<file path="config.mk">
export PLATFORM = sky130hd
export DESIGN_NAME = byte_serial_add64
export DESIGN_NICKNAME = d
export VERILOG_FILES = /design/src/rtl/byte_serial_add64_pkg.sv /design/src/rtl/byte_serial_add64_rca.sv /design/src/rtl/byte_serial_add64.sv
export SDC_FILE = /design/constraint.sdc
export NUM_CORES = 1
export LEC_CHECK = 0
export ABC_AREA = 1
export CORE_MARGIN = 5
export CORE_UTILIZATION = 40
export CTS_CLUSTER_DIAMETER = 60
export DETAILED_ROUTE_END_ITERATION = 8
export PLACE_DENSITY = 0.72
export REMOVE_ABC_BUFFERS = 1
export SYNTH_ARGS = -nofsm -noshare
export SYNTH_HDL_FRONTEND = slang
export SYNTH_HIERARCHICAL = 1
export SYNTH_SLANG_ARGS = --single-unit
</file>
<file path="constraint.sdc">
create_clock -name clk -period 11.1 [get_ports clk]
set_clock_uncertainty 0.2 [all_clocks]
set_input_delay 2.22 -clock clk [delete_from_list [all_inputs] [get_ports clk]]
set_output_delay 2.22 -clock clk [all_outputs]
set_load 0.005 [all_outputs]
</file>
<file path="src/rtl/byte_serial_add64_pkg.sv">
// Shared definitions for the byte-serial adder: default geometry and FSM encoding.
package byte_serial_add64_pkg;

   localparam int ADD_WIDTH = 64;
   localparam int ADD_SLICE = 8;

   typedef enum logic [1:0] {
      ST_IDLE = 2'd0,
      ST_RUN  = 2'd1,
      ST_DONE = 2'd2
   } state_t;

endpackage

</file>
<file path="src/rtl/byte_serial_add64_rca.sv">
// 8-bit ripple-carry adder used as the per-slice adder of the serial datapath.
module RCA_8bit (
   output logic [7:0] sum,
   output logic       cout,
   input  logic [7:0] a,
   input  logic [7:0] b,
   input  logic       cin
);

   logic [8:0] c;

   // ripple the carry bit by bit through the slice
   always_comb begin
      c    = '0;
      c[0] = cin;
      for (int k = 0; k < 8; k++) begin
         c[k+1] = (a[k] & b[k]) | (c[k] & (a[k] ^ b[k]));
      end
   end

   assign sum  = a ^ b ^ c[7:0];
   assign cout = c[8];

endmodule

</file>
<file path="src/rtl/byte_serial_add64.sv">
// Byte-serial WIDTH-bit adder: one SLICE-bit slice per cycle through a single
// ripple-carry slice adder, result latched into sum/cout only when complete.
//
// state   | meaning
// --------+-----------------------------------------------------------
// ST_IDLE | waiting for start; ready=1
// ST_RUN  | adding slice idx each cycle; busy=1, start ignored
// ST_DONE | sum/cout just updated; done=1 for this cycle, ready=1
module byte_serial_add64
   import byte_serial_add64_pkg::*;
#(
   parameter int WIDTH = ADD_WIDTH,
   parameter int SLICE = ADD_SLICE
) (
   input  logic             clk,
   input  logic             rst,
   input  logic             start,
   input  logic [WIDTH-1:0] a,
   input  logic [WIDTH-1:0] b,
   input  logic             cin,
   output logic             ready,
   output logic             busy,
   output logic             done,
   output logic [WIDTH-1:0] sum,
   output logic             cout
);

   // the slice adder is a fixed 8-bit RCA, so SLICE is expected to stay 8
   localparam int NSLICE = WIDTH / SLICE;
   localparam int CNT_W  = (NSLICE > 1) ? $clog2(NSLICE) : 1;
   localparam logic [CNT_W-1:0] LAST = CNT_W'(NSLICE - 1);

   state_t           state;
   logic [WIDTH-1:0] a_reg;
   logic [WIDTH-1:0] b_reg;
   logic [WIDTH-1:0] acc;
   logic [WIDTH-1:0] acc_nxt;
   logic             carry_reg;
   logic [CNT_W-1:0] idx;

   logic [SLICE-1:0] slice_a;
   logic [SLICE-1:0] slice_b;
   logic [SLICE-1:0] slice_sum;
   logic             slice_cout;

   assign slice_a = a_reg[idx*SLICE +: SLICE];
   assign slice_b = b_reg[idx*SLICE +: SLICE];

   RCA_8bit u_rca (
      .sum  (slice_sum),
      .cout (slice_cout),
      .a    (slice_a),
      .b    (slice_b),
      .cin  (carry_reg)
   );

   // accumulator with the current slice merged in, so the final slice can go
   // straight into sum on the last RUN edge
   always_comb begin
      acc_nxt                     = acc;
      acc_nxt[idx*SLICE +: SLICE] = slice_sum;
   end

   // sequencing FSM, operand capture, slice accumulation and registered outputs
   always_ff @(posedge clk) begin
      if (rst) begin
         state     <= ST_IDLE;
         a_reg     <= '0;
         b_reg     <= '0;
         acc       <= '0;
         carry_reg <= 1'b0;
         idx       <= '0;
         sum       <= '0;
         cout      <= 1'b0;
         ready     <= 1'b1;
         busy      <= 1'b0;
         done      <= 1'b0;
      end else begin
         case (state)
            ST_IDLE, ST_DONE: begin
               done <= 1'b0;
               if (start) begin
                  a_reg     <= a;
                  b_reg     <= b;
                  carry_reg <= cin;
                  idx       <= '0;
                  state     <= ST_RUN;
                  ready     <= 1'b0;
                  busy      <= 1'b1;
               end else begin
                  state <= ST_IDLE;
                  ready <= 1'b1;
                  busy  <= 1'b0;
               end
            end
            ST_RUN: begin
               acc       <= acc_nxt;
               carry_reg <= slice_cout;
               idx       <= idx + 1'b1;
               if (idx == LAST) begin
                  sum   <= acc_nxt;
                  cout  <= slice_cout;
                  state <= ST_DONE;
                  busy  <= 1'b0;
                  ready <= 1'b1;
                  done  <= 1'b1;
               end
            end
            default: begin
               state <= ST_IDLE;
               ready <= 1'b1;
               busy  <= 1'b0;
               done  <= 1'b0;
            end
         endcase
      end
   end

endmodule

</file>
Yosys cells after proc, flatten, opt, wreduce, memory -nomap -nowiden
Cells that the tools add are included.

Flip-flop bits (word level): 266. Bits in latches: 0. RAM bits: 0. Bits in read-only memories: 0. Input port bits: 132. Memories: 0.

Add/sub/neg operators: 2. Multipliers: 0. Div/mod/pow operators: 0. $lt $le $gt $ge: 0. Eq/ne operators: 5. Shift-type cells: 4. Mux-type cells: 14. Bitwise gates (word level): 35. Reductions and logical operators: 7.

Operators by type and width (count): 64-bit by 7-bit variable part select with 8-bit output (2); 64-bit bitwise mux (1); 8-bit by 34-bit variable shift with 64-bit output, first input constant (1); 8-bit by 34-bit variable part select with 64-bit output (1); 6-bit negator with 34-bit output (1); 1-bit AND (16); 8-bit bitwise XOR (2); 1-bit OR (8); 1-bit bitwise XOR (8); 1-bit 2-to-1 mux (6); 1-bit case mux with 2 select lines (3); 3-bit case mux with 2 select lines (1); 2-bit AND reduction (3); 2-bit != test, second input constant (2); 2-bit case mux with 2 select lines (1); 2-bit OR reduction (2); 3-bit by 1-bit adder with 3-bit output, second input constant (1); 3-bit == test, second input constant (1); 3-bit 2-to-1 mux (1); 2-bit by 1-bit == test with 1-bit output, second input constant (1); 2-bit == test, second input constant (1); 2-bit logical NOT (1); 2-bit 2-to-1 mux (1); 2-bit nonzero test (1); 1-bit inverter (1).

Longest topological paths before layout
Word-level depth: 19. Mapped depth: 25.

Cells and area by module
The synthesis kept the hierarchy.

By module, submodules not included: byte_serial_add64 (instances 1, cells an instance 1680, area each 11609.9 µm², seq. area each 5305.1 µm²); RCA_8bit (instances 1, cells an instance 18, area each 197.7 µm², seq. area each 0.0 µm²).

Least setup slack after synthesis
Ideal clock, no wire load.

Kind: register to register. From: reg idx[0]. To: reg sum[31]. Setup time: 0.057 ns. Data arrival time: 4.680 ns. Required time: 10.843 ns. Path slack: 6.163 ns. Cell stages (with the launch flop): 26. Path through: dfxtp_1 > inv_2 > buf_2 > clkbuf_1 > o21ai_0 > o22ai_1 > nand2_1 > nand2_1 > fa_1 > fa_1 > fa_1 > fa_1 > fa_1 > inv_1 > fa_1 > inv_1 > fa_1 > inv_1 > fa_1 > inv_1 > nand2_1 > nor2_2 > nand2_1 > o21ai_0 > o21bai_1 > inv_1.

Longest elaborated chain between the ends: 19. Elaborated cells between the ends (all ways): 38. Classes of those cells: add/sub (1); eq/ne (1); shift (4); mux (1); bitwise (30); reduce/logical (1).

RTL lines: start: declaration (line byte_serial_add64.sv:39) `logic [CNT_W-1:0] idx;`; start signal: assignment (line byte_serial_add64.sv:99) `idx <= idx + 1'b1;`; 64-bit by 7-bit variable part select with 8-bit output (*) (line byte_serial_add64.sv:46) `assign slice_a = a_reg[idx*SLICE +: SLICE];`; named net slice_a[0] (line byte_serial_add64.sv:41) `logic [SLICE-1:0] slice_a;`; 1-bit bitwise XOR (line byte_serial_add64_rca.sv:17) `c[k+1] = (a[k] & b[k]) | (c[k] & (a[k] ^ b[k]));`; 1-bit AND (line byte_serial_add64_rca.sv:17); 1-bit OR (*) (line byte_serial_add64_rca.sv:17); 1-bit AND (*) (line byte_serial_add64_rca.sv:17); 1-bit OR (*) (line byte_serial_add64_rca.sv:17); 1-bit AND (*) (line byte_serial_add64_rca.sv:17); [5 not listed]; 1-bit AND (*) (line byte_serial_add64_rca.sv:17); 1-bit OR (*) (line byte_serial_add64_rca.sv:17); 1-bit AND (*) (line byte_serial_add64_rca.sv:17); 1-bit OR (*) (line byte_serial_add64_rca.sv:17); 8-bit bitwise XOR (*) (line byte_serial_add64_rca.sv:21) `assign sum = a ^ b ^ c[7:0];`; named net slice_sum[7] (line byte_serial_add64.sv:43) `logic [SLICE-1:0] slice_sum;`; 8-bit by 34-bit variable part select with 64-bit output (*) (line byte_serial_add64.sv:61) `acc_nxt[idx*SLICE +: SLICE] = slice_sum;`; 64-bit bitwise mux (*) (line byte_serial_add64.sv:61); end signal: assignment (line byte_serial_add64.sv:101) `sum <= acc_nxt;`; end: declaration (line byte_serial_add64.sv:24) `output logic [WIDTH-1:0] sum,`.

The timed path passes the listed nets; every way through them passes the cells marked *. A chain may end at the register's enable or synchronous reset.

Final worst setup path
From: reg idx[1]. To: reg acc[31].

Longest elaborated chain between the ends: 19. Elaborated cells between the ends (all ways): 36. Classes of those cells: add/sub (1); shift (4); mux (1); bitwise (30).

RTL lines: 64-bit by 7-bit variable part select with 8-bit output (*) (line byte_serial_add64.sv:46); named net slice_a[0] (line byte_serial_add64.sv:41); 1-bit bitwise XOR (line byte_serial_add64_rca.sv:17); 1-bit AND (line byte_serial_add64_rca.sv:17); 1-bit OR (*) (line byte_serial_add64_rca.sv:17); 1-bit AND (*) (line byte_serial_add64_rca.sv:17); 1-bit OR (*) (line byte_serial_add64_rca.sv:17); 1-bit AND (*) (line byte_serial_add64_rca.sv:17); [5 not listed]; 1-bit AND (*) (line byte_serial_add64_rca.sv:17); 1-bit OR (*) (line byte_serial_add64_rca.sv:17); 1-bit AND (*) (line byte_serial_add64_rca.sv:17); 1-bit OR (*) (line byte_serial_add64_rca.sv:17); 8-bit bitwise XOR (*) (line byte_serial_add64_rca.sv:21); named net slice_sum[7] (line byte_serial_add64.sv:43); 8-bit by 34-bit variable part select with 64-bit output (*) (line byte_serial_add64.sv:61); 64-bit bitwise mux (*) (line byte_serial_add64.sv:61); end signal: assignment (line byte_serial_add64.sv:97) `acc <= acc_nxt;`; end: declaration (line byte_serial_add64.sv:36) `logic [WIDTH-1:0] acc;`.

Marks and branches as above.

==> run metrics <==
Post-synth EDFFs=0; starting density of the core=40.2%; register area share after synthesis=44.9%; Sw Ratio=26.7%; H-tree depth=1; ANT cells=0; fmax=0.181 GHz; Post-synth top cells=403 x nor2_1, 265 x dfxtp_1, 260 x o21ai_0, 196 x nand2_1, 151 x inv_1; Synth Flop Type=dfxtp_1; Synth area leader=dfxtp_1; Peak VDD IR=around 0.11 mV; Worst-Skew Late Latency=between 0.5 and 0.6 ns; Worst Hold Class=flop to flop; Cell variety after synth=33; Synth area leaders=dfxtp_1 45%, nor2_1 13%, o21ai_0 11%, nand2_1 6.2%, inv_1 4.8%; global route total overflow=0; Most Crowded Layer GR=met2; Clock transition at path regs=0.06 ns; synthesized area=11800 µm²; Critical R2R Launch=idx[1]; actual slew at the worst max-slew pin=between 1 and 1.5 ns; CP startpoint kind=flop; clk buf depth=3; Switching Power=around 0.63 mW; Die Wd=182 µm; top-area cell type share of the netlist area=between 40% and 50%; global-route met3 utilization=3.51%; I/O Buffers=roughly 200; # IOs=200; Worst EP required=11.38 ns; critical path peak fanout=35; Vert. Die Dim=182 µm; internal power component=roughly 1.7 mW; vias in the first global route=10400; Final #Nets=1963; hpwl dp=21700 µm; Post-CTS Resized=0; DR iter-0 viols=between 900 and 1000; placer's final routability congestion estimate=0.800; hold_buf cts=0; WHS Path Cells=2; Hold Fails Final Rpt=0; Final Hold Slack=0.273 ns; MaxCap Viol Count=0; crit share post-route=49.7%; worst path arrival time=5.79 ns; CTS tree=done; Reg2Reg Setup Slack=5.58 ns; fin. max-slew vios=0; unrepaired setup endpoints after global routing=no; pre-CTS WS=around 5.6 ns; Routed Antenna Nets=0; first-pass GRT wire length=~51000 µm; post-route cell area=14800 µm²; Avg Inst Size Synth=6.95 µm²; met2 GRT Util=29.2%; Setup crit end kind=flop; vias post-DR=11200; status=finished clean; Comb pwr share=15.6%; clock root buffer master=clkbuf_16; drt wl/cell=14.4 µm; met1 Usage GRT=between 20% and 30%; min-delay src=b_reg[42]; leakage=~6.5 nW; power share of the clock group=40.2%; Setup-failing EPs final=0; number of synthesis warnings=6; GRT Total Usage=18.3%; Residual DRC=0; setup ws final=roughly 5.6 ns; post-synthesis cell count=1698; Num CTS Buffers=28; Final min period=5.52 ns; Max-slew headroom=30.4%; Rows=63; layout cells sized above 1=4.46%; die area=33100 µm²; flops & latches, synth=265; average via count per standard cell=5.03; Worst Setup Path Type=flop to flop; Initial DRT Pass Iterations=6; Power Dens Cells=159 nW/µm²; Hold Path Sink=b_reg[42]; placed cell area=13900 µm²; most numerous cell in the Yosys netlist=nor2_1; RR Endpoint=acc[31]; Filler cells=2882; path depth of the worst reg2reg path=24; Post-synth ARST share=0%; final WL=32000 µm; Seq pwr share=44.3%; TNS Setup=0 ns; Setup Fix Bufs, Post-CTS=0; Clock Sinks=265; initial antenna violation count=0; CORE AREA=approximately 29000 µm²; largest net degree at the start of global routing=133; Synth-to-Final Area Change=25.4%
## worst max-delay path, cell delays in order, from the launching register on
cell and delay (ns):
dfxtp_1 0.31, buf_4 0.30, inv_2 0.32, o21ai_0 0.16
o22ai_1 0.10, nand2_1 0.07, nand2_1 0.09, fa_1 0.44
fa_1 0.38, fa_1 0.38, fa_1 0.39, fa_1 0.36
inv_1 0.08, fa_1 0.16, inv_1 0.05, fa_1 0.35
inv_1 0.08, fa_1 0.40, inv_1 0.12, nand2_1 0.10
nor2_2 0.18, nand2_1 0.09, o21ai_0 0.14, o21ai_1 0.10
inv_1 0.08
## worst max-delay path by stage
stage / start / to / slack [ns]
after detailed placement: idx[1] / acc[31] / 5.63
after global routing: idx[1] / sum[31] / 5.15
after floorplan: idx[0] / acc[23] / 4.45
final: idx[1] / acc[31] / 5.58
after CTS: idx[1] / acc[31] / 5.57
after global placement: idx[1] / acc[31] / 5.70
## cell type report
| cell class | count | area [µm²] | area share, % |
|---|---|---|---|
| Multi-Input combinational cell | 1157 | 5420 | 36.6 |
| Sequential cell | 265 | 5310 | 35.8 |
| Timing Repair Buffer | 209 | 2060 | 13.9 |
| Clock buffer | 42 | 855 | 5.77 |
| Inverter | 157 | 594 | 4.01 |
| Tap cell | 390 | 488 | 3.29 |
| Clock inverter | 8 | 90.1 | 0.608 |
## cell families after synthesis
kind of cell / after synthesis / share of synthesized area, %
buf+inv: 276 / 9.31
flops: 265 / 44.9
fa+ha+maj: 13 / 1.89
simple gates: 708 / 24.2
compound gates: 436 / 19.7
## placed cells by master (no fill, tap or decap), types with 2 or more instances in the layout
cell / instances
nor2_1: 403
dfxtp_1: 264
o21ai_0: 260
clkdlybuf4s50_1: 198
nand2_1: 195
inv_1: 149
nand3_1: 91
o21ai_1: 60
a21oi_1: 41
o22ai_1: 32
clkbuf_16: 29
o21bai_1: 17
o21a_1: 15
buf_4: 10
a31oi_1: 8
clkbuf_8: 8
fa_1: 8
inv_2: 6
clkinv_2: 6
ha_1: 5
clkbuf_1: 5
nor2_4: 4
nor2_2: 4
nand2_2: 3
nand3_2: 2
inv_4: 2
bufinv_16: 2
## per-stage QoR
step | cells | util (%) | power (mW)
floorplan | 1579 | - | 1.29
global placement | 2178 | 47.2 | 1.42
detailed placement | 2178 | 47.2 | 1.43
CTS | 2228 | 50.4 | 2.37
global route | 2228 | 50.4 | 2.47
finish | 2228 | 50.4 | 2.35
## metal layers
metal  wire [µm]  up-vias
met5           0        -
met4         757        0
met3        2320       58
met2       14300      364
met1       14600     5078
li1            -     5717
## power by group through the flow
stage / combinational (mW) / clock [mW] / sequential (mW)
floorplan: 0.231 / 0 / 1.06
global placement: 0.355 / 0 / 1.06
detailed placement: 0.365 / 0 / 1.06
CTS: 0.367 / 0.964 / 1.04
global route: 0.415 / 1.01 / 1.05
finish: 0.367 / 0.946 / 1.04
No activity file was read; power rests on OpenSTA's default activity.
